--- src/rtl/awg_mode_sequencer.sv ---
// Slow amplitude/waveform sequencer feeding the AWG formula: sweep up, dwell, sweep down, next mode.
// All outputs registered on clk_tick_led; enable=0 aborts to reset values, hold=1 freezes everything but mode_change.
module awg_mode_sequencer #(
  parameter int NUM_MODES   = 4,
  parameter int AMP_MIN     = 32,
  parameter int AMP_MAX     = 224,
  parameter int AMP_STEP    = 32,
  parameter int DWELL_TICKS = 4
) (
  input  logic       clk_tick_led,
  input  logic       rst,
  input  logic       enable,
  input  logic       hold,
  output logic [1:0] wave_sel,
  output logic [7:0] amplitude,
  output logic [7:0] phase_inc,
  output logic       mode_change,
  output logic       led
);

  localparam int DW = $clog2(DWELL_TICKS + 1);

  // Amplitude math is 9 bits wide so a ceiling of 255 saturates instead of wrapping.
  localparam logic [8:0]    LP_MIN        = 9'(AMP_MIN);
  localparam logic [8:0]    LP_MAX        = 9'(AMP_MAX);
  localparam logic [8:0]    LP_STEP       = 9'(AMP_STEP);
  localparam logic [8:0]    LP_DN_THR     = 9'(AMP_MIN + AMP_STEP);
  localparam logic [DW-1:0] LP_DWELL_LAST = DW'(DWELL_TICKS - 1);
  localparam logic [1:0]    LP_LAST_MODE  = 2'(NUM_MODES - 1);

  typedef enum logic [2:0] {
    S_IDLE       = 3'd0,
    S_SWEEP_UP   = 3'd1,
    S_DWELL      = 3'd2,
    S_SWEEP_DOWN = 3'd3,
    S_NEXT       = 3'd4
  } state_t;

  state_t        r_state, w_state_nxt;
  logic [1:0]    r_wave_sel, w_wave_sel_nxt;
  logic [7:0]    r_amp, w_amp_nxt;
  logic [7:0]    r_phase_inc, w_phase_inc_nxt;
  logic          r_mode_change, w_mode_change_nxt;
  logic          r_led, w_led_nxt;
  logic [DW-1:0] r_dwell_cnt, w_dwell_cnt_nxt;

  logic [8:0]    w_amp_up;
  logic [7:0]    w_amp_dn;

  assign w_amp_up = {1'b0, r_amp} + LP_STEP;
  assign w_amp_dn = r_amp - 8'(AMP_STEP);

  always_ff @(posedge clk_tick_led or posedge rst) begin
    if (rst) begin
      r_state       <= S_IDLE;
      r_wave_sel    <= 2'd0;
      r_amp         <= LP_MIN[7:0];
      r_phase_inc   <= 8'd1;
      r_mode_change <= 1'b0;
      r_led         <= 1'b0;
      r_dwell_cnt   <= '0;
    end else begin
      r_state       <= w_state_nxt;
      r_wave_sel    <= w_wave_sel_nxt;
      r_amp         <= w_amp_nxt;
      r_phase_inc   <= w_phase_inc_nxt;
      r_mode_change <= w_mode_change_nxt;
      r_led         <= w_led_nxt;
      r_dwell_cnt   <= w_dwell_cnt_nxt;
    end
  end

  always_comb begin
    w_state_nxt = r_state;
    if (!enable) begin
      w_state_nxt = S_IDLE;
    end else if (r_state == S_IDLE) begin
      w_state_nxt = S_SWEEP_UP;
    end else if (!hold) begin
      case (r_state)
        S_SWEEP_UP:   if (w_amp_up >= LP_MAX) w_state_nxt = S_DWELL;
        S_DWELL:      if (r_dwell_cnt == LP_DWELL_LAST) w_state_nxt = S_SWEEP_DOWN;
        S_SWEEP_DOWN: if ({1'b0, r_amp} <= LP_DN_THR) w_state_nxt = S_NEXT;
        S_NEXT:       w_state_nxt = S_SWEEP_UP;
        default:      w_state_nxt = S_IDLE;
      endcase
    end
  end

  // Next values of the registered outputs; IDLE and abort both load reset values.
  always_comb begin
    w_wave_sel_nxt    = r_wave_sel;
    w_amp_nxt         = r_amp;
    w_phase_inc_nxt   = r_phase_inc;
    w_mode_change_nxt = 1'b0;
    w_led_nxt         = r_led;
    w_dwell_cnt_nxt   = r_dwell_cnt;
    if (!enable || r_state == S_IDLE) begin
      w_wave_sel_nxt  = 2'd0;
      w_amp_nxt       = LP_MIN[7:0];
      w_phase_inc_nxt = 8'd1;
      w_led_nxt       = 1'b0;
      w_dwell_cnt_nxt = '0;
    end else if (!hold) begin
      w_led_nxt = ~r_led;
      case (r_state)
        S_SWEEP_UP: begin
          if (w_amp_up >= LP_MAX) begin
            w_amp_nxt       = LP_MAX[7:0];
            w_dwell_cnt_nxt = '0;
          end else begin
            w_amp_nxt = w_amp_up[7:0];
          end
        end
        S_DWELL: w_dwell_cnt_nxt = r_dwell_cnt + 1'b1;
        S_SWEEP_DOWN: begin
          if ({1'b0, r_amp} <= LP_DN_THR) w_amp_nxt = LP_MIN[7:0];
          else                            w_amp_nxt = w_amp_dn;
        end
        S_NEXT: begin
          w_mode_change_nxt = 1'b1;
          if (r_wave_sel == LP_LAST_MODE) begin
            w_wave_sel_nxt  = 2'd0;
            w_phase_inc_nxt = 8'd1;
          end else begin
            w_wave_sel_nxt  = r_wave_sel + 2'd1;
            w_phase_inc_nxt = r_phase_inc << 1;
          end
        end
        default: ;
      endcase
    end
  end

  assign wave_sel    = r_wave_sel;
  assign amplitude   = r_amp;
  assign phase_inc   = r_phase_inc;
  assign mode_change = r_mode_change;
  assign led         = r_led;

endmodule

--- config.mk ---
export PLATFORM = sky130hd
export DESIGN_NAME = awg_mode_sequencer
export DESIGN_NICKNAME = d
export VERILOG_FILES = /design/src/rtl/awg_mode_sequencer.sv
export SDC_FILE = /design/constraint.sdc
export NUM_CORES = 1
export LEC_CHECK = 0
export ABC_CLOCK_PERIOD_IN_PS = 2800
export CORE_MARGIN = 2
export CORE_UTILIZATION = 29
export DETAILED_ROUTE_END_ITERATION = 8
export DONT_BUFFER_PORTS = 1
export PLACE_DENSITY_LB_ADDON = 0.12
export RECOVER_POWER = 50
export SETUP_SLACK_MARGIN = 0.02
export SLEW_MARGIN = 30
export SYNTH_ARGS = -nofsm -noshare
export SYNTH_HDL_FRONTEND = slang
export SYNTH_SLANG_ARGS = --single-unit
--- constraint.sdc ---
create_clock -name clk_tick_led -period 2.8 [get_ports clk_tick_led]
set_input_delay 0.42 -clock clk_tick_led [delete_from_list [all_inputs] [get_ports clk_tick_led]]
set_output_delay 0.42 -clock clk_tick_led [all_outputs]
set_load 0.005 [all_outputs]
==> results of run 1 <==
-- metal layers --
layer	up-vias	GRT usage, %
li1	380	-
met1	373	14.4
met2	18	17.0
met3	4	3.04
met4	0	6.89
met5	-	0
-- area by class of cell --
type	count	area (sq um)	share of cell area [%]
tap	48	60.1	5.03
inverter	6	22.5	1.88
multi-input combinational	75	536	44.8
clock buffer	3	41.3	3.46
sequential	21	528	44.2
clock inverter	1	7.51	0.628
-- through the flow --
step	util, %	hold WS, ps	setup slack (ps)	power [mW]
after floorplan	-	395	1280	0.376
after global placement	30.6	476	1120	0.376
after detailed placement	30.6	476	1080	0.376
after CTS	31.9	232	1080	0.584
after global routing	31.9	260	952	0.609
final	31.9	191	1080	0.573
-- synthesized netlist by cell type --
library cell and instances:
dfstp_2 2, and2_1 2, nor4bb_1 1, o22ai_1 1, nand3_1 1, nor3_4 1
mux2_4 1, o311ai_0 1, o31ai_2 1, and3_1 2, and3b_1 1, a22o_1 10
nor3_1 2, xor2_1 1, dfrtp_1 19, a21boi_0 1, a2111oi_0 1, clkbuf_1 3
o31a_1 1, a41oi_1 1, nand2_1 3, conb_1 1, nor2_1 6, buf_2 2
buf_4 6, inv_1 6, and2_4 1, a31oi_1 1, buf_6 1, ha_1 6
nand2b_1 1, a21oi_1 6, nand3b_1 2, o311a_1 1, o2bb2ai_1 1, a32o_1 1
nor2b_1 4, o21ai_0 8
-- worst max path at each step --
stage               slack (ps)                       to              startpoint  cells after the start
floorplan                 1280  wave_sel[0]$_DFFE_PP0P_                    hold                      5
global route               950  wave_sel[0]$_DFFE_PP0P_  r_state[2]$_DFFE_PP0P_                      4
global placement          1120  wave_sel[0]$_DFFE_PP0P_  r_state[2]$_DFFE_PP0P_                      4
finish                    1080  wave_sel[0]$_DFFE_PP0P_  r_state[2]$_DFFE_PP0P_                      4
detailed placement        1080  wave_sel[0]$_DFFE_PP0P_  r_state[2]$_DFFE_PP0P_                      4
CTS                       1080  wave_sel[0]$_DFFE_PP0P_  r_state[2]$_DFFE_PP0P_                      4
-- worst reg2reg max path, cell delays in order, from the launching register on --
cell	delay (ps)
dfrtp_1	480
and2_4	190
o31a_1	400
nor3_4	390
mux2_4	210
-- flip-flops by register name (all words and copies together) (netlist names) --
name and count:
amplitude 3, led 1, mode_change 1, phase_inc 8, r_dwell_cnt 3, r_state 3
wave_sel 2
-- power by group through the flow --
stage / clock (mW) / sequential [mW] / combinational (mW)
finish: 0.203 / 0.327 / 0.0430
global route: 0.229 / 0.329 / 0.0508
CTS: 0.213 / 0.327 / 0.0438
detailed placement: 0 / 0.333 / 0.0437
global placement: 0 / 0.333 / 0.0430
floorplan: 0 / 0.328 / 0.0480
-- layout by cell type (no fill, tap or decap), types with 3 or more instances in the layout --
cell      synthesis  routed
a21oi_1           6       6
nor2_1            6       6
o21ai_0           8       8
conb_1            1       5
nor2b_1           4       4
ha_1              6       6
a22o_1           10      10
nand2_1           3       3
dfrtp_1          19      19
inv_1             6       6
clkbuf_8          0       3
-- cells by family (layout without fill, tap and decap cells) --
group | Yosys count | count (layout) | share of synthesized area (%)
other | 1 | 5 | 0.326
flip-flops | 21 | 21 | 46.0
adder cells (fa/ha/maj) | 6 | 6 | 6.54
AO/OA/AOI/OAI | 35 | 35 | 22.1
AND/OR/NAND/NOR | 27 | 27 | 14.3
XOR/XNOR | 1 | 1 | 0.763
multiplexers | 1 | 1 | 1.31
buffers and inverters | 18 | 10 | 8.71
==> impl_metrics.tcl, run 1 <==
set metrics [dict create \
    outcome "finished, final reports clean" \
    power_frac_comb_pct 7.5 \
    grtUsageTotal_pct 11.3 \
    design_area_sq_um 1190 \
    grt_pass1_wl_um 3750 \
    tightestPinTransition_ps 807 \
    io_pins 24 \
    dp_hpwl_um 1560 \
    drive_above_1_share_pct 9.43 \
    dr.pass1.iters 4 \
    final-setup-viol-count 0 \
    synth_top_area_share_pct 41.4 \
    path_cells "and2_4 > o31a_1 > nor3_4 > mux2_4" \
    yosys_warnings 0 \
    cpPeakStageDelay_ps 480 \
    clock_latency_ps 260 \
    syn_area_sq_um 1150 \
    p_sw_mw 0.142 \
    nets 117 \
    postRouteAntennaNets 0 \
    holdBufCountCts 0 \
    synth.avg_cell_area_sq_um 10.4 \
    die_w_um 66.9 \
    post-cts-setup-buffers 0 \
    p_leak_nw 0.536 \
    h-tree-depth 1 \
    post_cts_resized 0 \
    yosysSeqAreaShare_pct 46.0 \
    path_delay_family "simple AND/OR/NAND/NOR gates" \
    synth_area_leader_cell "dfrtp_1" \
    fin_cells 154 \
    rr_endpoint "wave_sel[0]$_DFFE_PP0P_" \
    dr_wl_met2_um 977 \
    period_needed_ps 1720 \
    reg2reg_depth 4 \
    p_seq_share_pct 57.0 \
    synth_cells 110 \
    die_h_um 66.9 \
    routabilityCongestion 0.700 \
    min_path_type "input port to async pin" \
    synth_area_leaders "dfrtp_1 (41%), a22o_1 (7.6%), ha_1 (6.5%), dfstp_2 (4.6%), buf_4 (3.9%)" \
    antenna_cells 0 \
    clock_path_buffers 2 \
    dp_cells 150 \
    maxSlewHeadroom_pct 46.1 \
    max_freq_mhz 580 \
    cp.required_ps 3010 \
    numPortBuffers 0 \
    min_period_over_period_pct 61.6 \
    std_cell_rows 22 \
    root_buffer "clkbuf_8" \
    topRoutingLayerUsed "met4" \
    first_iter_violations 24 \
    first_global_vias 778 \
    finalHoldViolations 0 \
    worst_ep_arrival_time_ps 1930 \
    clkPwrFrac_pct 35.5 \
    p_int_mw 0.431 \
    ff2ff_setup_slack_ps 1080 \
    vdd_ir_drop_max_mv 0.202 \
    cts_tree "built" \
    placed_area_sq_um 1150 \
    drc_errors 0 \
    coreArea_sq_um 3740 \
    antenna_found_initial 0 \
    numCtsBuffers 3 \
    routed_via_density 5.03 \
    fin_skew_ps 4.64 \
    clock_sinks 21 \
    slew_violations 0 \
    power_density_nw_per_um2 480 \
    rsz0062_at_grt "false" \
    start_util_pct 30.7 \
    num_vias 775 \
    path_max_fanout 12 \
    synth_cell_types 38 \
    met1_length_um 1060 \
    area_growth_pct 4.03 \
    dieArea_sq_um 4480 \
    ys_ff_latch 21 \
    critPathBufInv 0 \
    worstSetupPathType "flop to flop" \
    clk_pin_slew_ps 80 \
    setup_tns_ps 0 \
    cp-end-kind "flop" \
    sw_frac_of_total_pct 24.7 \
    wirelength_um 2210 \
    cp_slowest_cell "dfrtp_1" \
    wl_met3_um 131 \
    grt_start_max_net_pins 22 \
    post_drt_wl_per_cell_um 14.4 \
    critPathLaunchType "flop" \
    grt_overflow 0 \
    maxCapViolations 0 \
    r2r_start "r_state[2]$_DFFE_PP0P_" \
    fill_cells 403 \
]
Power figures use the tool's default switching activity.
==> run 2: changes to the inputs <==
--- a/config.mk
+++ b/config.mk
@@ -5,7 +5,7 @@
 export SDC_FILE = /design/constraint.sdc
 export NUM_CORES = 1
 export LEC_CHECK = 0
-export ABC_CLOCK_PERIOD_IN_PS = 2800
+export ABC_CLOCK_PERIOD_IN_PS = 1600
 export CORE_MARGIN = 2
 export CORE_UTILIZATION = 29
 export DETAILED_ROUTE_END_ITERATION = 8
==> constraint.sdc (replaced) <==
create_clock -name clk_tick_led -period 1.6 [get_ports clk_tick_led]
set_input_delay 0.24 -clock clk_tick_led [delete_from_list [all_inputs] [get_ports clk_tick_led]]
set_output_delay 0.24 -clock clk_tick_led [all_outputs]
set_load 0.005 [all_outputs]
==> run 2 against run 1 <==
Compared with the run above: clock power up 70%; hold slack got worse by 86 ps; maximum frequency rose by 18%; sequential cell count unchanged; core utilization up 2.2 points; sequential share of layout area fell by 2.9 points; via count increased by 2.7%; largest cell class unchanged.
==> impl_metrics.tcl, run 2 (synthesis gave the netlist of run 1 again) <==
set metrics [dict create \
    io_pins 24 \
    numPortBuffers 0 \
    dp_cells 160 \
    num_vias 796 \
    grtUsageTotal_pct 11.6 \
    std_cell_rows 22 \
    root_buffer "clkbuf_8" \
    antenna_found_initial 0 \
    power_density_nw_per_um2 787 \
    clock_sinks 21 \
    drive_above_1_share_pct 17.9 \
    rsz0062_at_grt "false" \
    grt_overflow 0 \
    postRouteAntennaNets 0 \
    critPathLaunchType "flop" \
    routabilityCongestion 0.777 \
    die_h_um 66.9 \
    total_power_mw 1.01 \
    maxSlewHeadroom_pct 64.9 \
    fill_cells 407 \
    p_leak_nw 0.592 \
    hold_ws_ps 105 \
    final_common_cell "dfrtp_1" \
    cts_tree "built" \
    setup_tns_ps 0 \
    fin_skew_ps 4.43 \
    die_w_um 66.9 \
    cp-end-kind "flop" \
    clock_latency_ps 260 \
    vdd_ir_drop_max_mv 0.317 \
    tightestPinTransition_ps 526 \
    final-setup-viol-count 0 \
    path_max_fanout 12 \
    placed_area_sq_um 1220 \
    finalHoldViolations 0 \
    post_drt_wl_per_cell_um 13.3 \
    period_needed_ps 1460 \
    nets 128 \
    cp.required_ps 1750 \
    worst_ep_arrival_time_ps 1600 \
    min_path_type "input port to flop" \
    dr.pass1.iters 3 \
    first_global_vias 839 \
    max_freq_mhz 685 \
    outcome "finished, final reports clean" \
    layout_common_cells "dfrtp_1 (19), a22o_1 (10), buf_4 (9)" \
    post-route-util_pct 34.2 \
    fin_cells 165 \
    wirelength_um 2200 \
    dp_hpwl_um 1630 \
    first_iter_violations 9 \
    grt_pass1_wl_um 3930 \
    largest_reg_flops 8 \
    clock_path_buffers 2 \
    dieArea_sq_um 4480 \
    worstSetupPathType "flop to flop" \
    start_util_pct 30.7 \
    layout_setup_ws_ps 141 \
    numCtsBuffers 3 \
    maxCapViolations 0 \
    clk_pin_slew_ps 80 \
    slew_violations 0 \
    min_period_over_period_pct 91.2 \
    grt_start_max_net_pins 22 \
    coreArea_sq_um 3740 \
    post-cts-setup-buffers 0 \
    routed_via_density 4.82 \
    area_growth_pct 11.3 \
    design_area_sq_um 1280 \
    h-tree-depth 1 \
    pre_cts_slack_ps 112 \
    antenna_cells 0 \
    drc_errors 0 \
]
==> run 2: repair_timing <==
item | 4_1_cts | 5_1_grt
hold buffers | 1 | 0
hold endpoints to repair | 19 | 0
gates resized for setup | 0 | 5
setup endpoints to repair | 0 | 3
==> run 2: worst paths after layout <==
kind                            cells past startpoint  slack [ps]                     start                  endpoint
worst min register to register                      2         480  phase_inc[0]$_DFFE_PP1P_  phase_inc[0]$_DFFE_PP1P_
worst max-delay path                                3         140    r_state[0]$_DFFE_PP0P_   wave_sel[0]$_DFFE_PP0P_
min in group asynchronous                           3         550                       rst   wave_sel[1]$_DFFE_PP0P_
max in group asynchronous                           3         690                       rst  phase_inc[0]$_DFFE_PP1P_
worst max register to register                      3         140    r_state[0]$_DFFE_PP0P_   wave_sel[0]$_DFFE_PP0P_
worst min-delay path                                1         110                    enable    r_state[1]$_DFFE_PP0P_
==> run 2: worst max-delay path, stage by stage, from the launching register on <==
cell	delay (ps)
dfrtp_1	510
o31a_1	390
buf_4	190
mux2_4	260
==> run 2: where the power goes <==
part           internal, mW  switching (mW)  total, mW
Clock                 0.173           0.172      0.345
Combinational        0.0431          0.0506     0.0936
Sequential            0.549          0.0196      0.568
Total                 0.765           0.242       1.01
==> run 2: layout make-up <==
type | count | area (sq um) | share of cell area (%)
clock buffer | 3 | 41.3 | 3.23
multi-input combinational | 75 | 539 | 42.2
tap | 48 | 60.1 | 4.70
clock inverter | 1 | 5.00 | 0.391
inverter | 6 | 22.5 | 1.76
timing repair buffer | 11 | 82.6 | 6.46
sequential | 21 | 528 | 41.3
==> run 2: layer usage <==
metal | up-vias | part of all wire (%) | wire length (um) | GRT usage [%]
met4 | 0 | 0.91 | 20 | 4.59
met2 | 15 | 43 | 953 | 17.4
met3 | 2 | 6.6 | 146 | 4.05
met5 | - | 0 | 0 | 0
li1 | 399 | - | - | -
met1 | 380 | 49 | 1080 | 15.1
==> run 3: changes to the inputs <==
--- a/config.mk
+++ b/config.mk
@@ -12,7 +12,7 @@
 export DONT_BUFFER_PORTS = 1
 export PLACE_DENSITY_LB_ADDON = 0.12
 export RECOVER_POWER = 50
-export SETUP_SLACK_MARGIN = 0.02
+export SETUP_SLACK_MARGIN = 0.5
 export SLEW_MARGIN = 30
 export SYNTH_ARGS = -nofsm -noshare
 export SYNTH_HDL_FRONTEND = slang
==> run 3 against run 2 <==
Compared with the run above: first-iteration DRC count grew to 2.7 times the previous value; sequential share of layout area down 6.9 points; die area stayed put; via count rose by 7.2%; sequential power about the same; combinational power is 44% higher; critical path depth grew 3; core utilization is 7.2 points higher; count of clock-buffer cells in the layout is the same; largest power group unchanged.
==> impl_metrics.tcl, run 3 (synthesis gave the netlist of run 1 again) <==
set metrics [dict create \
    period_needed_ps 1430 \
    routabilityCongestion 0.807 \
    fill_cells 388 \
    final-setup-viol-count 0 \
    total_power_mw 1.05 \
    wirelength_um 2520 \
    grt_start_max_net_pins 22 \
    critPathLaunchType "flop" \
    rr_endpoint "amplitude[7]$_DFFE_PP0P_" \
    antenna_found_initial 0 \
    max_freq_mhz 698 \
    die_w_um 66.9 \
    grt_pass1_wl_um 4240 \
    drc_errors 0 \
    num_vias 853 \
    first_iter_violations 24 \
    routed_via_density 4.87 \
    layout_setup_ws_ps 167 \
    io_pins 24 \
    sw_frac_of_total_pct 25.0 \
    power_frac_comb_pct 12.8 \
    numPortBuffers 0 \
    maxSlewHeadroom_pct 64.7 \
    area_growth_pct 34.6 \
    h-tree-depth 1 \
    largest_reg_flops 8 \
    ff2ff_setup_slack_ps 170 \
    cts_tree "built" \
    vdd_ir_drop_max_mv 0.348 \
    reg2reg_depth 6 \
    numCtsBuffers 3 \
    cp-end-kind "flop" \
    power_density_nw_per_um2 680 \
    clock_latency_ps 260 \
    p_int_mw 0.789 \
    root_buffer "clkbuf_8" \
    cp.required_ps 1800 \
    p_sw_mw 0.263 \
    outcome "finished, final reports clean" \
    layout_common_cells "dfrtp_1 (16), buf_4 (12), a22o_1 (10)" \
    start_util_pct 30.7 \
    grt_overflow 0 \
    dp_hpwl_um 1630 \
    coreArea_sq_um 3740 \
    post-route-util_pct 41.3 \
    clock_sinks 21 \
    fin_skew_ps 2.75 \
    final_common_cell "dfrtp_1" \
    slew_violations 0 \
    p_leak_nw 0.668 \
    hold-path-cell-count 1 \
    dieArea_sq_um 4480 \
    min_period_over_period_pct 89.6 \
    nets 138 \
    worst_ep_arrival_time_ps 1640 \
    worstSetupPathType "flop to flop" \
    die_h_um 66.9 \
    tightestPinTransition_ps 530 \
    post_drt_wl_per_cell_um 14.4 \
    path_max_fanout 4 \
    p_seq_share_pct 54.2 \
    clock_path_buffers 2 \
    postRouteAntennaNets 0 \
    setup_tns_ps 0 \
    holdCritStartpoint "enable" \
    rsz0062_at_grt "true" \
    design_area_sq_um 1550 \
    std_cell_rows 22 \
    clkPwrFrac_pct 33.0 \
    hold_path_end "r_state[1]$_DFFE_PP0P_" \
    antenna_cells 0 \
    first_global_vias 854 \
    min_path_type "input port to flop" \
    r2r_start "amplitude[5]$_DFFE_PP1P_" \
    maxCapViolations 0 \
    clk_pin_slew_ps 80 \
    pre_cts_slack_ps 90.9 \
    finalHoldViolations 0 \
    grtUsageTotal_pct 12.5 \
    placed_area_sq_um 1250 \
    drive_above_1_share_pct 42.5 \
    dr.pass1.iters 4 \
]
## run 3: cell types whose count changed in the layout (fill, tap and decap cells not counted), sizes merged
cell,previous run,this run
buf,9,19
## run 3: worst max-delay path, cell delays in order, from the launching register on
cell	delay (ps)
dfstp_2	590
inv_4	60
ha_4	160
nor4bb_2	270
o21ai_1	80
o21ai_1	80
a22o_1	130
## run 3: final cells by class
type                    count  area, sq um  share of cell area, %
multi-input cells          75          699                   45.2
flip-flops and latches     21          532                   34.4
repair buffers             21          184                   11.9
well taps                  48         60.1                   3.88
clock buffers               3         41.3                   2.67
inverters                   6         25.0                   1.62
clock inverters             1         5.00                  0.324
## run 3: routing by layer
layer	wire length [um]	GRT usage, %
met5	0	0
met3	121	3.04
met1	1170	15.9
met2	1210	20.1
met4	17	5.36
## run 3: timing repair
action                                  CTS  global route
gates resized for setup                  14            26
setup buffers                             7             4
hold buffers                              1             0
pin swaps                                 8            17
endpoints found under the setup margin   22            23
hold endpoints to repair                 19             0
## run 3: worst max-delay path by stage
stage | from | endpoint | depth (start not counted)
after floorplan | r_state[2]$_DFFE_PP0P_ | wave_sel[0]$_DFFE_PP0P_ | 5
after global placement | amplitude[5]$_DFFE_PP1P_ | amplitude[7]$_DFFE_PP0P_ | 6
after detailed placement | r_state[0]$_DFFE_PP0P_ | r_dwell_cnt[0]$_DFFE_PP0P_ | 4
after CTS | r_state[2]$_DFFE_PP0P_ | phase_inc[4]$_DFFE_PP0P_ | 5
after global routing | amplitude[5]$_DFFE_PP1P_ | amplitude[7]$_DFFE_PP0P_ | 6
final | amplitude[5]$_DFFE_PP1P_ | amplitude[7]$_DFFE_PP0P_ | 6
## run 3: through the flow
step	hold WS (ps)	instances
final	91.3	175
after floorplan	215	114
after detailed placement	190	159
after global placement	186	159
after global routing	84.1	175
after CTS	85.2	171
## run 3: power groups by stage
stage / Clock, mW / Sequential [mW] / Combinational, mW
finish: 0.347 / 0.570 / 0.135
CTS: 0.365 / 0.572 / 0.116
global route: 0.386 / 0.574 / 0.150
global placement: 0 / 0.580 / 0.0969
detailed placement: 0 / 0.581 / 0.0966
floorplan: 0 / 0.575 / 0.0932
